--- config.mk ---
export PLATFORM = sky130hd
export DESIGN_NAME = i2c_target_regfile
export DESIGN_NICKNAME = d
export VERILOG_FILES = /design/src/rtl/i2c_target_regfile.sv
export SDC_FILE = /design/constraint.sdc
export NUM_CORES = 1
export LEC_CHECK = 0
export CAP_MARGIN = 20
export CORE_MARGIN = 2
export CORE_UTILIZATION = 53
export CTS_BUF_LIST = sky130_fd_sc_hd__clkbuf_8
export DETAILED_ROUTE_END_ITERATION = 8
export PLACE_DENSITY = 0.7
export RECOVER_POWER = 50
export SLEW_MARGIN = 15
export SYNTH_ARGS = -nofsm -noshare
export SYNTH_HDL_FRONTEND = slang
export SYNTH_SLANG_ARGS = --single-unit
--- constraint.sdc ---
create_clock -name clk -period 5.3 [get_ports clk]
set_input_delay 0.53 -clock clk [delete_from_list [all_inputs] [get_ports clk]]
set_output_delay 0.53 -clock clk [all_outputs]
set_load 0.02 [all_outputs]
--- src/rtl/i2c_target_regfile.sv ---
// i2c_target_regfile: I2C target with a 7-bit bus address, a pointer byte and
// an NREG x 8-bit register file. The bus is sampled with clk through 2-FF
// synchronizers; SDA is only ever pulled low (open-drain) and only changes
// after a detected SCL falling edge.
// Optional feature macro: I2C_GEN_CALL_EN (general-call reset, command 8'h06).
module i2c_target_regfile #(
  parameter logic [6:0] TARGET_ADDR = 7'b1101111,
  parameter int         NREG        = 8,
  parameter int         PTR_W       = 3
) (
  input  logic             clk,
  input  logic             reset,
  input  logic             scl_i,
  input  logic             sda_i,
  output logic             sda_oe,
  output logic             reg_wr_valid,
  output logic [PTR_W-1:0] reg_wr_addr,
  output logic [7:0]       reg_wr_data,
  input  logic [PTR_W-1:0] host_addr,
  output logic [7:0]       host_rdata,
  output logic             busy
);

  typedef enum logic [3:0] {
    ST_IDLE, ST_ADDR, ST_ADDR_ACK, ST_PTR, ST_PTR_ACK, ST_WDATA, ST_WDATA_ACK,
    ST_RDATA, ST_RDATA_ACK, ST_GC_DATA, ST_GC_ACK, ST_GC_WAIT
  } state_t;

  // Bus synchronizers plus one history stage for edge detection
  logic scl_s1_q, scl_s2_q, scl_h_q;
  logic sda_s1_q, sda_s2_q, sda_h_q;

  // Protocol state
  state_t           state_q;
  logic [3:0]       cnt_q;
  logic [7:0]       shift_q;
  logic [6:0]       tx_q;
  logic [PTR_W-1:0] ptr_q;
  logic             rw_q;
  logic             mack_q;
  logic             sda_oe_q;
  logic             busy_q;
  logic             wr_valid_q;
  logic [PTR_W-1:0] wr_addr_q;
  logic [7:0]       wr_data_q;
  logic             clr_q;
`ifdef I2C_GEN_CALL_EN
  logic             gc_q;
  logic             gc_cmd_q;
`endif

  logic [7:0] regs_q [NREG];

  // Decoded bus events and helper values
  logic             scl_rise_d, scl_fall_d, start_d, stop_d;
  logic [7:0]       shift_in_d;
  logic [PTR_W-1:0] ptr_inc_d;
  logic [7:0]       rd_cur_d, rd_nxt_d;
  logic             addr_match_d;

  assign scl_rise_d   = scl_s2_q & ~scl_h_q;
  assign scl_fall_d   = ~scl_s2_q & scl_h_q;
  assign start_d      = scl_s2_q & scl_h_q & sda_h_q & ~sda_s2_q;
  assign stop_d       = scl_s2_q & scl_h_q & ~sda_h_q & sda_s2_q;
  assign shift_in_d   = {shift_q[6:0], sda_s2_q};
  assign ptr_inc_d    = ptr_q + PTR_W'(1);
  assign rd_cur_d     = regs_q[ptr_q];
  assign rd_nxt_d     = regs_q[ptr_inc_d];
  assign addr_match_d = (shift_q[7:1] == TARGET_ADDR);

  assign sda_oe       = sda_oe_q;
  assign busy         = busy_q;
  assign reg_wr_valid = wr_valid_q;
  assign reg_wr_addr  = wr_addr_q;
  assign reg_wr_data  = wr_data_q;
  // Old contents are visible during the write pulse; the array updates at its end
  assign host_rdata   = regs_q[host_addr];

  // Synchronize SCL/SDA; reset to the idle-high bus level so no false START
  always_ff @(posedge clk or negedge reset) begin
    if (!reset) begin
      scl_s1_q <= 1'b1; scl_s2_q <= 1'b1; scl_h_q <= 1'b1;
      sda_s1_q <= 1'b1; sda_s2_q <= 1'b1; sda_h_q <= 1'b1;
    end else begin
      scl_s1_q <= scl_i; scl_s2_q <= scl_s1_q; scl_h_q <= scl_s2_q;
      sda_s1_q <= sda_i; sda_s2_q <= sda_s1_q; sda_h_q <= sda_s2_q;
    end
  end

  // Protocol FSM: bits shift in on SCL rise, SDA drive changes only on SCL fall
  always_ff @(posedge clk or negedge reset) begin
    if (!reset) begin
      state_q    <= ST_IDLE;
      cnt_q      <= 4'd0;
      shift_q    <= 8'h00;
      tx_q       <= 7'h00;
      ptr_q      <= '0;
      rw_q       <= 1'b0;
      mack_q     <= 1'b1;
      sda_oe_q   <= 1'b0;
      busy_q     <= 1'b0;
      wr_valid_q <= 1'b0;
      wr_addr_q  <= '0;
      wr_data_q  <= 8'h00;
      clr_q      <= 1'b0;
`ifdef I2C_GEN_CALL_EN
      gc_q       <= 1'b0;
      gc_cmd_q   <= 1'b0;
`endif
    end else begin
      wr_valid_q <= 1'b0;
      clr_q      <= 1'b0;
      if (stop_d) begin
        // STOP discards any partial byte and releases the bus
        state_q  <= ST_IDLE;
        cnt_q    <= 4'd0;
        sda_oe_q <= 1'b0;
        busy_q   <= 1'b0;
      end else if (start_d) begin
        // (Repeated) START: pointer is deliberately kept
        state_q  <= ST_ADDR;
        cnt_q    <= 4'd0;
        sda_oe_q <= 1'b0;
      end else begin
        case (state_q)
          ST_IDLE: begin
            sda_oe_q <= 1'b0;
          end
          ST_ADDR: begin
            if (scl_rise_d && cnt_q < 4'd8) begin
              shift_q <= shift_in_d;
              cnt_q   <= cnt_q + 4'd1;
            end else if (scl_fall_d && cnt_q == 4'd8) begin
              cnt_q <= 4'd0;
              if (addr_match_d) begin
                sda_oe_q <= 1'b1;
                busy_q   <= 1'b1;
                rw_q     <= shift_q[0];
                state_q  <= ST_ADDR_ACK;
`ifdef I2C_GEN_CALL_EN
                gc_q     <= 1'b0;
              end else if (shift_q == 8'h00) begin
                sda_oe_q <= 1'b1;
                busy_q   <= 1'b1;
                rw_q     <= 1'b0;
                gc_q     <= 1'b1;
                state_q  <= ST_ADDR_ACK;
`endif
              end else begin
                busy_q  <= 1'b0;
                state_q <= ST_IDLE;
              end
            end
          end
          ST_ADDR_ACK: begin
            if (scl_fall_d) begin
              cnt_q <= 4'd0;
`ifdef I2C_GEN_CALL_EN
              if (gc_q) begin
                sda_oe_q <= 1'b0;
                state_q  <= ST_GC_DATA;
              end else
`endif
              if (rw_q) begin
                // First read byte is fetched and its MSB driven at this fall
                tx_q     <= rd_cur_d[6:0];
                sda_oe_q <= ~rd_cur_d[7];
                state_q  <= ST_RDATA;
              end else begin
                sda_oe_q <= 1'b0;
                state_q  <= ST_PTR;
              end
            end
          end
          ST_PTR: begin
            if (scl_rise_d && cnt_q < 4'd8) begin
              shift_q <= shift_in_d;
              cnt_q   <= cnt_q + 4'd1;
            end else if (scl_fall_d && cnt_q == 4'd8) begin
              ptr_q    <= shift_q[PTR_W-1:0];
              sda_oe_q <= 1'b1;
              cnt_q    <= 4'd0;
              state_q  <= ST_PTR_ACK;
            end
          end
          ST_PTR_ACK: begin
            if (scl_fall_d) begin
              sda_oe_q <= 1'b0;
              state_q  <= ST_WDATA;
            end
          end
          ST_WDATA: begin
            if (scl_rise_d && cnt_q < 4'd8) begin
              shift_q <= shift_in_d;
              cnt_q   <= cnt_q + 4'd1;
            end else if (scl_fall_d && cnt_q == 4'd8) begin
              wr_valid_q <= 1'b1;
              wr_addr_q  <= ptr_q;
              wr_data_q  <= shift_q;
              ptr_q      <= ptr_inc_d;
              sda_oe_q   <= 1'b1;
              cnt_q      <= 4'd0;
              state_q    <= ST_WDATA_ACK;
            end
          end
          ST_WDATA_ACK: begin
            if (scl_fall_d) begin
              sda_oe_q <= 1'b0;
              state_q  <= ST_WDATA;
            end
          end
          ST_RDATA: begin
            if (scl_rise_d && cnt_q < 4'd8) begin
              cnt_q <= cnt_q + 4'd1;
            end else if (scl_fall_d && cnt_q == 4'd8) begin
              sda_oe_q <= 1'b0;
              cnt_q    <= 4'd0;
              state_q  <= ST_RDATA_ACK;
            end else if (scl_fall_d) begin
              sda_oe_q <= ~tx_q[6];
              tx_q     <= {tx_q[5:0], 1'b0};
            end
          end
          ST_RDATA_ACK: begin
            if (scl_rise_d) begin
              mack_q <= sda_s2_q;
            end else if (scl_fall_d && !mack_q) begin
              ptr_q    <= ptr_inc_d;
              tx_q     <= rd_nxt_d[6:0];
              sda_oe_q <= ~rd_nxt_d[7];
              state_q  <= ST_RDATA;
            end else if (scl_fall_d) begin
              sda_oe_q <= 1'b0;
              busy_q   <= 1'b0;
              state_q  <= ST_IDLE;
            end
          end
`ifdef I2C_GEN_CALL_EN
          ST_GC_DATA: begin
            if (scl_rise_d && cnt_q < 4'd8) begin
              shift_q <= shift_in_d;
              cnt_q   <= cnt_q + 4'd1;
            end else if (scl_fall_d && cnt_q == 4'd8) begin
              gc_cmd_q <= (shift_q == 8'h06);
              sda_oe_q <= 1'b1;
              cnt_q    <= 4'd0;
              state_q  <= ST_GC_ACK;
            end
          end
          ST_GC_ACK: begin
            if (scl_rise_d && gc_cmd_q) begin
              clr_q <= 1'b1;
              ptr_q <= '0;
            end else if (scl_fall_d) begin
              sda_oe_q <= 1'b0;
              state_q  <= ST_GC_WAIT;
            end
          end
          ST_GC_WAIT: begin
            sda_oe_q <= 1'b0;
          end
`endif
          default: begin
            sda_oe_q <= 1'b0;
            state_q  <= ST_IDLE;
          end
        endcase
      end
    end
  end

  // Register file: cleared by reset or general call, else written by the pulse
  always_ff @(posedge clk or negedge reset) begin
    if (!reset) begin
      for (int i = 0; i < NREG; i++) regs_q[i] <= 8'h00;
    end else if (clr_q) begin
      for (int i = 0; i < NREG; i++) regs_q[i] <= 8'h00;
    end else if (wr_valid_q) begin
      regs_q[wr_addr_q] <= wr_data_q;
    end
  end

endmodule

==> results.sh <==
export IMPL_outcome="finished, violations left"
export IMPL_failed_checks="max-capacitance violations, max-slew violations"
export IMPL_synth_top_area_share_pct=40.5
export IMPL_die_y_um=115
export IMPL_port_buffer_count=28
export IMPL_synth_compound_area_share_pct=6.31
export IMPL_antenna_left=0
export IMPL_crit_type="in2async"
export IMPL_cp_start_kind="input port"
export IMPL_synth_most_common_cell="dfrtp_1"
export IMPL_initial_core_util_pct=54.2
export IMPL_synth_edf_count=0
export IMPL_fin_crit_sh_pct=64.4
export IMPL_firstDrtPassIters=4
export IMPL_path_clk_slew_ns=0.10
export IMPL_drc=0
export IMPL_relSlewSlack_pct=-139
export IMPL_fin_crit_ns=3.41
export IMPL_avgViaCountPerCell=6.59
export IMPL_synthXorXnorAreaFrac_pct=0.386
export IMPL_worst_pin_slew_ns=3.59
export IMPL_cts_setup_buffers=0
export IMPL_synth_simple_area_share_pct=7.54
export IMPL_cpMaxStageDelayCell="clkbuf_1"
export IMPL_critPathMaxStageDelay_ns=2.48
export IMPL_drive_gt1_share_pct=34.5
export IMPL_final_util_pct=58.5
export IMPL_end_kind="async pin"
export IMPL_cp_max_fo=66
export IMPL_postPlaceCellArea_um2=6810
export IMPL_ctsRootBufferMaster="clkbuf_8"
export IMPL_drv_slew=67
export IMPL_dieArea_um2=13100
export IMPL_async_flop_share_pct=100
export IMPL_antenna_found_initial=0
export IMPL_maxCapViolations=1
export IMPL_wire_per_inst_um=22.7
export IMPL_hold_buffers=0
export IMPL_multi_input_comb_area_um2=3480
export IMPL_cts_num_sinks=112
export IMPL_clockBufferDepth=2
export IMPL_critPathArrivalTime_ns=3.90
export IMPL_r2r_start="ptr_q[1]$_DFFE_PN0P_"
export IMPL_synth_area_leaders="dfrtp_1 (41%), mux2_2 (15%), mux4_2 (14%), mux2_1 (3.6%), dfstp_2 (2.8%)"
export IMPL_htree_levels=3
export IMPL_hold_start="sda_s1_q$_DFF_PN1_"
export IMPL_grt_pass1_wl_um=23400
export IMPL_cts_tree="done"
export IMPL_synthAdderAreaFrac_pct=0.579
export IMPL_clock_latency_ns=0.39
export IMPL_syn_to_final_growth_pct=7.87
export IMPL_avgSynthCellArea_um2=13.8
export IMPL_reg2reg_slack_ns=2.12
export IMPL_synth_cell_types=65
export IMPL_die_x_um=115
export IMPL_holdPathEnd="sda_s2_q$_DFF_PN1_"
export IMPL_powerDensity_nw_per_um2=242
export IMPL_setup_tns_final_ns=0
export IMPL_crit_family="buffers and inverters"
export IMPL_cts_buffers=9
export IMPL_startpoint="reset"
export IMPL_ys_warn_count=0
export IMPL_antenna_cells=0
export IMPL_r2r_end="tx_q[5]$_DFFE_PN0P_"
export IMPL_synth_area_mux_share_pct=38.6
export IMPL_hold_depth=0
export IMPL_ys_ff_latch=112
export IMPL_whs_ns=0.367
export IMPL_final_seq_area_um2=2810
export IMPL_p_leak_nw=3.04
export IMPL_drt_total_wl_um=14400
export IMPL_clock_skew_ns=0.00875
export IMPL_overflow=0
export IMPL_stdcell_area_um2=7000
export IMPL_synth_fp_nets=481
export IMPL_grt_usage_pct=23.8
export IMPL_r2r_cells=5
export IMPL_setup_viol=0
export IMPL_required_ns=5.79
export IMPL_fmax_ghz=0.293
export IMPL_ir_worst_vdd_mv=0.217
export IMPL_synth_flop_cell="dfrtp_1"
export IMPL_path_cells="clkbuf_1 -> buf_4"
export IMPL_critPathBufInv=2
export IMPL_hold_viol_final=0
export IMPL_synth_top_family_by_area="multiplexers"
export IMPL_syn_area_um2=6490
export IMPL_ctsResizeCount=0
export IMPL_synth_top_area_cell="dfrtp_1"
export IMPL_synth_common_cells="dfrtp_1 (105), mux2_2 (85), mux4_2 (41)"
export IMPL_grt_max_degree=67
export IMPL_coreArea_um2=12000
export IMPL_place_hpwl_um=9620
export IMPL_rows=40
export IMPL_rsz0062_at_grt="no"
export IMPL_fill_cells=937
export IMPL_ys_seq_area_share_pct=43.3
export IMPL_vias=4181
export IMPL_grt_pass1_vias=4242
export IMPL_nNetsFinal=492
export IMPL_gp_congestion=0.913
export IMPL_ios=29
export IMPL_drt_iter0_markers=365
export IMPL_min_path_type="reg2reg"
export IMPL_syn_inst=471
[power by group]
| group | internal (W) | switching, W | total [W] |
|---|---|---|---|
| clock network | 0.000191 | 0.000300 | 0.000491 |
| logic | 0.000109 | 0.000125 | 0.000234 |
| registers | 0.000897 | 0.0000683 | 0.000965 |
[area by class of cell]
class	instances	area share, %
flip-flops and latches	112	40.2
multi-input cells	318	49.7
clock buffers	10	1.97
inverters	9	0.483
clock inverters	6	0.715
repair buffers	32	4.34
well taps	147	2.63
[cells in the final DEF, fill, tap and decap left out, types with 2 or more instances in the layout]
cell             synthesis  layout
o21ai_0                 10      10
clkinv_4                 0       2
mux2_1                  21      21
nor2_1                  11      11
o31ai_1                  2       2
dfstp_1                  0       3
clkbuf_8                 0      10
nand3b_1                 3       3
buf_4                    0       4
dlygate4sd3_1            0       2
a211oi_1                 2       2
clkdlybuf4s50_1          0      25
nor2b_1                  7       7
o21ai_1                 10      10
inv_1                    8       9
nand2b_1                 7       7
nor3_2                   1       2
a21oi_1                 10      10
nor3b_2                  3       3
mux4_1                   6       6
nand3_1                  7       7
nand2_1                 13      13
dfstp_2                  7       4
mux2_4                   6       6
a2bb2oi_1                2       2
nand4_1                  2       2
o211ai_1                 2       2
mux2_2                  85      85
nor3b_1                  2       2
or3b_1                   2       2
a31oi_1                  2       2
inv_6                    0       2
dfrtp_1                105     105
o22ai_1                  4       4
mux4_2                  41      41
nand4b_1                 4       4
ha_1                     3       3
a22oi_1                  6       6
or3_1                    2       2
mux2i_1                 14      14
[layer usage]
layer | vias up | global-route usage [%] | share of wire [%]
li1 | 1853 | - | -
met1 | 2169 | 32.4 | 42
met2 | 136 | 37.6 | 50
met3 | 23 | 5.61 | 5.9
met4 | 0 | 8.46 | 2.1
met5 | - | 0 | 0
[kinds of logic after synthesis]
family | after synthesis
compound gates | 62
xor+xnor | 2
fa+ha+maj | 3
buf+inv | 41
flops | 112
mux | 173
simple gates | 78
[through the flow]
stage | worst slack [ns] | instances | power, W
after floorplan | 2.68 | 471 | 0.00115
after global placement | 1.99 | 618 | 0.00121
after detailed placement | 1.91 | 618 | 0.00122
after CTS | 1.93 | 634 | 0.00171
after global routing | 1.11 | 634 | 0.00178
final | 1.89 | 634 | 0.00169
[sequential cells by signal, indices dropped and copies added (netlist names), 3 cells and up]
name	cells
regs_q	64
reg_wr_data	8
shift_q	8
tx_q	7
cnt_q	4
state_q	4
ptr_q	3
reg_wr_addr	3
[worst max-delay path by stage]
stage | depth (start not counted) | slack [ns] | endpoint
after CTS | 4 | 1.93 | host_rdata[2]
after detailed placement | 4 | 1.91 | host_rdata[2]
final | 2 | 1.89 | regs_q[43]$_DFFE_PN0P_
after floorplan | 4 | 2.68 | host_rdata[0]
after global placement | 4 | 1.99 | host_rdata[2]
after global routing | 1 | 1.11 | busy$_DFFE_PN0P_
Power figures use the tool's default switching activity.
